**config.mk**
```make
export PLATFORM = sky130hd
export DESIGN_NAME = interrupt_sequencer
export DESIGN_NICKNAME = d
export VERILOG_FILES = /design/src/rtl/interrupt_sequencer.sv
export SDC_FILE = /design/constraint.sdc
export NUM_CORES = 1
export LEC_CHECK = 0
export BUFFER_PORTS_ARGS = -buffer_cell sky130_fd_sc_hd__buf_2
export CAP_MARGIN = 10
export CORE_MARGIN = 2
export CORE_UTILIZATION = 39
export DETAILED_ROUTE_END_ITERATION = 7
export GPL_ROUTABILITY_DRIVEN = 0
export PLACE_DENSITY = 0.81
export SETUP_SLACK_MARGIN = 0.05
export SLEW_MARGIN = 10
export SYNTH_ARGS = -nofsm -noshare
export SYNTH_HDL_FRONTEND = slang
export SYNTH_SLANG_ARGS = --single-unit
```
**constraint.sdc**
```tcl
create_clock -name clk -period 1.4 [get_ports clk]
set_input_delay 0.28 -clock clk [delete_from_list [all_inputs] [get_ports clk]]
set_output_delay 0.28 -clock clk [all_outputs]
set_load 0.02 [all_outputs]
```
**src/rtl/interrupt_sequencer.sv**
```systemverilog
// Sequences RESET/NMI/IRQ/BRK entry (dummy reads, three pushes, two vector fetches); one step per ready cycle,
// every output is decoded from registered state; ready=0 freezes state and outputs, no internal buffering.
module interrupt_sequencer #(
    parameter int NMI_SYNC_STAGES = 2,
    parameter int DUMMY_CYCLES    = 2
) (
    input  logic       clk,
    input  logic       nrst,
    input  logic       ready,
    input  logic       instructionBoundary,
    input  logic       brkExecute,
    input  logic       irqN,
    input  logic       nmiN,
    input  logic       resetRequest,
    input  logic       interruptMask,
    output logic       sequenceActive,
    output logic [2:0] sequenceStep,
    output logic [1:0] cause,
    output logic       adhStackPage,
    output logic       adlFromSp,
    output logic       spDecrement,
    output logic [1:0] pushSource,
    output logic       writeCycle,
    output logic [5:0] adlPresetSelect,
    output logic       adhHigh,
    output logic       loadPcl,
    output logic       loadPch,
    output logic       setInterruptFlag,
    output logic       breakBitHigh,
    output logic       sequenceDone
);

    typedef enum logic [2:0] {
        ST_IDLE     = 3'd0,
        ST_DUMMY0   = 3'd1,
        ST_DUMMY1   = 3'd2,
        ST_PUSH_PCH = 3'd3,
        ST_PUSH_PCL = 3'd4,
        ST_PUSH_PSR = 3'd5,
        ST_VEC_LO   = 3'd6,
        ST_VEC_HI   = 3'd7
    } state_t;

    typedef enum logic [1:0] {
        CAUSE_RESET = 2'd0,
        CAUSE_NMI   = 2'd1,
        CAUSE_IRQ   = 2'd2,
        CAUSE_BRK   = 2'd3
    } cause_t;

    state_t                     state_q, state_d;
    cause_t                     cause_q, cause_d;
    logic                       reset_pending_q, reset_pending_d;
    logic                       nmi_pending_q, nmi_pending_d;
    logic [NMI_SYNC_STAGES-1:0] nmi_sync_q, nmi_sync_d;
    logic                       nmi_prev_q, nmi_prev_d;
    logic                       done_q, done_d;
    logic                       nmi_fall;
    logic                       launch_nmi;
    logic                       in_push;

    always_ff @(posedge clk or negedge nrst) begin
        if (!nrst) begin
            state_q         <= ST_IDLE;
            cause_q         <= CAUSE_RESET;
            reset_pending_q <= 1'b1;
            nmi_pending_q   <= 1'b0;
            nmi_sync_q      <= '1;
            nmi_prev_q      <= 1'b1;
            done_q          <= 1'b0;
        end else begin
            state_q         <= state_d;
            cause_q         <= cause_d;
            reset_pending_q <= reset_pending_d;
            nmi_pending_q   <= nmi_pending_d;
            nmi_sync_q      <= nmi_sync_d;
            nmi_prev_q      <= nmi_prev_d;
            done_q          <= done_d;
        end
    end

    // NMI edge detection runs regardless of ready so no edge is lost during a stall.
    always_comb begin
        nmi_sync_d = {nmi_sync_q[NMI_SYNC_STAGES-2:0], nmiN};
        nmi_prev_d = nmi_sync_q[NMI_SYNC_STAGES-1];
        nmi_fall   = nmi_prev_q & ~nmi_sync_q[NMI_SYNC_STAGES-1];
    end

    always_comb begin
        state_d         = state_q;
        cause_d         = cause_q;
        reset_pending_d = reset_pending_q;
        done_d          = done_q;
        launch_nmi      = 1'b0;
        if (ready) begin
            done_d = 1'b0;
            if (state_q == ST_IDLE) begin
                if (reset_pending_q || instructionBoundary) begin
                    if (reset_pending_q || resetRequest) begin
                        state_d = ST_DUMMY0;
                        cause_d = CAUSE_RESET;
                    end else if (nmi_pending_q) begin
                        state_d    = ST_DUMMY0;
                        cause_d    = CAUSE_NMI;
                        launch_nmi = 1'b1;
                    end else if (brkExecute) begin
                        state_d = ST_DUMMY0;
                        cause_d = CAUSE_BRK;
                    end else if (!irqN && !interruptMask) begin
                        state_d = ST_DUMMY0;
                        cause_d = CAUSE_IRQ;
                    end
                end
            end else if (resetRequest) begin
                state_d = ST_DUMMY0;
                cause_d = CAUSE_RESET;
            end else begin
                case (state_q)
                    ST_DUMMY0: state_d = (DUMMY_CYCLES == 2) ? ST_DUMMY1 : ST_PUSH_PCH;
                    ST_VEC_HI: begin
                        state_d         = ST_IDLE;
                        reset_pending_d = 1'b0;
                        done_d          = 1'b1;
                    end
                    default:   state_d = state_t'(state_q + 3'd1);
                endcase
            end
        end
        nmi_pending_d = (nmi_pending_q & ~launch_nmi) | nmi_fall;
    end

    always_comb begin
        in_push          = (state_q == ST_PUSH_PCH) || (state_q == ST_PUSH_PCL) || (state_q == ST_PUSH_PSR);
        sequenceActive   = (state_q != ST_IDLE);
        sequenceStep     = state_q;
        cause            = cause_q;
        sequenceDone     = done_q;
        adhStackPage     = in_push;
        adlFromSp        = in_push;
        spDecrement      = in_push;
        // A reset entry walks the stack addresses but must never write memory.
        writeCycle       = in_push && (cause_q != CAUSE_RESET);
        breakBitHigh     = (state_q == ST_PUSH_PSR) && (cause_q == CAUSE_BRK);
        pushSource       = 2'd0;
        adlPresetSelect  = 6'b000000;
        adhHigh          = (state_q == ST_VEC_LO) || (state_q == ST_VEC_HI);
        loadPcl          = (state_q == ST_VEC_LO);
        loadPch          = (state_q == ST_VEC_HI);
        setInterruptFlag = (state_q == ST_VEC_LO);
        case (state_q)
            ST_PUSH_PCL: pushSource = 2'd1;
            ST_PUSH_PSR: pushSource = 2'd2;
            ST_VEC_LO: begin
                case (cause_q)
                    CAUSE_RESET: adlPresetSelect = 6'b000100;
                    CAUSE_NMI:   adlPresetSelect = 6'b000001;
                    default:     adlPresetSelect = 6'b010000;
                endcase
            end
            ST_VEC_HI: begin
                case (cause_q)
                    CAUSE_RESET: adlPresetSelect = 6'b001000;
                    CAUSE_NMI:   adlPresetSelect = 6'b000010;
                    default:     adlPresetSelect = 6'b100000;
                endcase
            end
            default: pushSource = 2'd0;
        endcase
    end

endmodule

```
== Word level (Yosys, flattened, before mapping) ==
Index checks and enable logic that the tools add are counted.
Storage, ports and cells
  register bits: 11
  bits of input ports: 9
  output and inout port bits: 24
  word-level logic and storage cells: 70
Cells by class
  $add $sub $neg: 1
  equal/unequal tests: 10
  multiplexer cells: 27
  bitwise gates (word level): 7
  reductions and logical operators: 18
Operators by type and width (count)
  $pmux 6 s2: 2
  $mux 3: 7
  $mux 2: 7
  $eq 3x3->1 const B: 4
  $pmux 5 s2: 1
  $mux 1: 8
  $reduce_and 4->1: 2
  $pmux 3 s2: 1
  $logic_or 1x1->1: 5
  $ne 5x3->1 const B: 1
  $not 1->1: 4
  $pmux 2 s2: 1
  $reduce_bool 2->1: 2
  $add 3x1->3 const B: 1
  $eq 3x1->1 const B: 1
  $eq 3x2->1 const B: 1
  $logic_and 1x1->1: 3
  $logic_not 3->1: 1
  $reduce_and 3->1: 1
  $reduce_bool 3->1: 1
  $and 1x1->1: 2
  $eq 2x1->1 const B: 1
  $eq 2x2->1 const B: 1
  $logic_not 1->1: 2
  other kinds (3): 3

== Depth between registers and ports, before layout ==
  depth in word-level cells: 8
  mapped depth: 7
  mapped depth without buffers: 7

== Least setup slack after synthesis ==
Ideal clock, no wire load.
  path type: register to output
  start point: reg state_q[0], in the netlist sequenceStep[0]
  end point: out writeCycle
  data arrival time: 1899 ps
  data required time: 1120 ps
  path slack: -779 ps
  stages on the path, launching flop included: 6
  path buffers: 0
  cells stage by stage: dfrtp_1 -> inv_1 -> ha_1 -> nor2_1 -> a21oi_1 -> a21boi_0
Between the ends
  word-level cells in the longest chain between the ends: 4
  elaborated cells on any way between the ends: 6
  classes of those cells: 3 x eq/ne; 3 x reduce/logical
Ends and longest elaborated chain
  start: declaration: line 51  | state_t state_q, state_d;
  start signal: assignment: line 72  | state_q <= state_d;
  $eq 3x2->1 / $eq 3x3->1 (equally long branches): line 133  | in_push = (state_q == ST_PUSH_PCH) || (state_q == ST_PUSH_PCL) || (state_q == ST_PUSH_PSR);
  $logic_or 1x1->1: line 133
  $logic_or 1x1->1 (*): line 133
  named net adhStackPage: line 19  | output logic adhStackPage,
  $logic_and 1x1->1 (*): line 142  | writeCycle = in_push && (cause_q != CAUSE_RESET);
  end: declaration: line 23  | output logic writeCycle,
The timed path passes the listed nets; every way through them passes the cells marked *.

== Worst setup path after layout ==
  start point: reg state_q[0], in the netlist sequenceStep[0]
  end point: out writeCycle
Between the ends
  word-level cells in the longest chain between the ends: 4
  elaborated cells on any way between the ends: 6
  classes of those cells: 3 x eq/ne; 3 x reduce/logical
Ends and longest elaborated chain (line)
  $eq 3x2->1 / $eq 3x3->1 (equally long branches): 133
  $logic_or 1x1->1: 133
  $logic_or 1x1->1 (*): 133
  $logic_and 1x1->1 (*): 142
Mark *: on every way between the ends. The rest lies on a longest branch, timed or not.

==> results.md <==
* Number of synthesized flops with an enable pin at 0
* Largest net degree at the start of global routing at 12
* HP Class: in2reg
* Crit-path max cell delay at 470 ps
* Cell Area, Synth at 674 µm²
* DRT antenna net count at 0
* Post-synth net total at 87
* Clock Skews at 3.89 ps
* CP top delay family: flip-flops
* Total number of vias at 710
* Top post-synthesis cells by area: dfrtp_1 26%, dfstp_2 16%, ha_1 9.3%
* WP buf/inv at 2
* Fraction of registers with async set/reset at 1.00
* Category of the most critical setup path: reg2out
* Max Transition Viols Final at 0
* Final Cell Area at 1270 µm²
* Routed len/inst at 14.8 µm
* Pwr dens at 1650 nW/µm²
* Die W at 45.6 µm
* Initial DRC Count at 4
* Leak at 0.604 nW
* Chip height at 45.6 µm
* Die Footprint at 2080 µm²
* Num CTS Buffers at 3
* Avg Synthesized Cell Area at 9.24 µm²
* FILL cells at 116
* WP data arrival at 1480 ps
* Routed Wire Length at 2060 µm
* Setup violators final at 27
* FF-to-FF Start: sequenceStep[0]$_DFFE_PN0P_
* Setup crit end kind: output pin
* VDD IR max at 1.27 mV
* CP max-delay cell: dfrtp_2
* Root Buffer: clkbuf_4
* Most area-hungry cell type in the Yosys netlist: dfrtp_1
* Port bufs at 32
* Yosys reg bits at 11
* Top cell type's share of synthesized area at 0.260
* Total grt overflow at 0
* Area Overhead vs Synth at 88.9%
* Ant diodes at 0
* Relative slew margins at 0.756
* Initial antenna violation count at 0
* Clk slew on worst S/H paths at 70 ps
* Post-synthesis cell type count at 24
* Vias in the first global route at 681
* I/O pin count at 33
* Crit start category: flip-flop
* Via density at 5.11
* Core box area at 1670 µm²
* Clk_lat worst skew at 280 ps
* Cells after Synth at 73
* Worst-margin pin slew at 365 ps
* Final WS setup at -361 ps
* Period utilisation layout at 1.26
* Hold Slack at 95.7 ps
* Starting Density at 0.404
* DP Area at 1000 µm²
* Final net count at 137
* Drt first pass iters at 4
* Deepest clock path buffer count at 2
* First-pass GRT wire length at 3030 µm
* Layout cells sized above 1 at 0.738
* Setup crit start: sequenceStep[0]$_DFFE_PN0P_
* Main synth FF type: dfrtp_1
* RSZ-0062 raised after global routing: true
* Worst hold start: nmiN
* Register area share after synthesis at 0.416
* Critical Path RT at 1120 ps
* Met1 usage at 0.207
* Max cap viols at 0
* Max Clk Rate at 0.568 GHz
* CTS tree: done
* Hpwl dp at 1340 µm
* Final hold vios at 0
* Yosys warning count at 0
* Top post-synthesis cells by count: 10 x inv_1, 10 x nor2_1, 7 x dfrtp_1
* Final Critical Period at 1760 ps
* Failing checks: negative setup slack
* Pre-CTS WS at -128 ps
* Gr busiest metal: met2
* Htree depth at 1
* Num rows at 15
* Final setup TNS at -6350 ps
* Clk sinks at 11
* Routing usage on met2 at 0.406
* Crit-path cells: inv_2 -> ha_4 -> nor2_4 -> a21oi_4 -> a21boi_4 -> buf_6
* Gr usage total at 0.218
* Maximum fanout along the worst path at 5
* Met3 GRT Util at 0.0754
* Outcome: finished with violations
* Drt drc at 0
## stage by stage
stage / instances / power, mW / utilization
2_1_floorplan: 73 / 1.22 / -
3_3_place_gp: 124 / 1.44 / 0.600
3_5_place_dp: 124 / 1.47 / 0.600
4_1_cts: 135 / 1.94 / 0.724
5_1_grt: 139 / 2.24 / 0.763
6_report: 139 / 2.11 / 0.763
## kinds of logic (layout without fill, tap and decap cells)
kind of cell,Yosys count,in the layout,share of synthesized area
AO/OA/AOI/OAI,14,14,0.165
adder cells (fa/ha/maj),5,5,0.0928
buffers and inverters,13,62,0.0891
flip-flops,11,11,0.416
multiplexers,2,2,0.0297
AND/OR/NAND/NOR,28,28,0.208
## repair_timing
item | 4_1_cts | 5_1_grt
hold endpoints to repair | 7 | 0
setup endpoints to repair | 24 | 27
resized for setup | 38 | 8
setup buffers | 6 | 5
pin swaps | 8 | 3
hold buffers | 1 | 0
## final timing paths
kind	slack (ps)	cells past startpoint	end
min in group asynchronous	390	2	nmi_pending_q$_DFF_PN0_
setup reg to reg	-260	9	sequenceStep[0]$_DFFE_PN0P_
hold reg to reg	360	0	nmi_sync_q[1]$_DFF_PN1_
max in group asynchronous	740	2	reset_pending_q$_DFFE_PN1P_
setup / recovery	-360	6	writeCycle
hold / removal	100	1	nmi_sync_q[0]$_DFF_PN1_
## metal layers
layer / vias to the layer above / part of all wire
met3: 4 / 0.061
met1: 334 / 0.34
met2: 24 / 0.58
met4: 0 / 0.016
li1: 348 / -
met5: - / 0
## layout by cell type, fill, tap and decap left out, types with 3 or more instances in the layout
cell type / instances
and3_4: 3
buf_2: 15
buf_4: 16
buf_6: 16
clkbuf_4: 3
dfrtp_1: 4
dfrtp_2: 3
dfstp_2: 4
ha_4: 4
inv_1: 6
inv_2: 3
nor2_1: 6
nor2_4: 4
## flip-flops by register name, summed over array words and instances, names as in the netlist
| register | cells |
|---|---|
| cause | 2 |
| nmi_pending_q | 1 |
| sequenceDone | 1 |
| reset_pending_q | 1 |
| nmi_prev_q | 1 |
| sequenceStep | 3 |
| nmi_sync_q | 2 |
## power breakdown
group,internal (mW),switching (mW)
logic,0.713,0.668
clock network,0.106,0.121
registers,0.382,0.116
total,1.20,0.905
## layout make-up
| cell class | instances | area (µm²) | share of cell area |
|---|---|---|---|
| multi-input cells | 49 | 515 | 0.405 |
| repair buffers | 48 | 385 | 0.303 |
| flip-flops and latches | 11 | 284 | 0.223 |
| inverters | 10 | 40.0 | 0.0314 |
| clock buffers | 3 | 22.5 | 0.0177 |
| well taps | 17 | 21.3 | 0.0167 |
| clock inverters | 1 | 5.00 | 0.00393 |
Power figures use the tool's default switching activity.
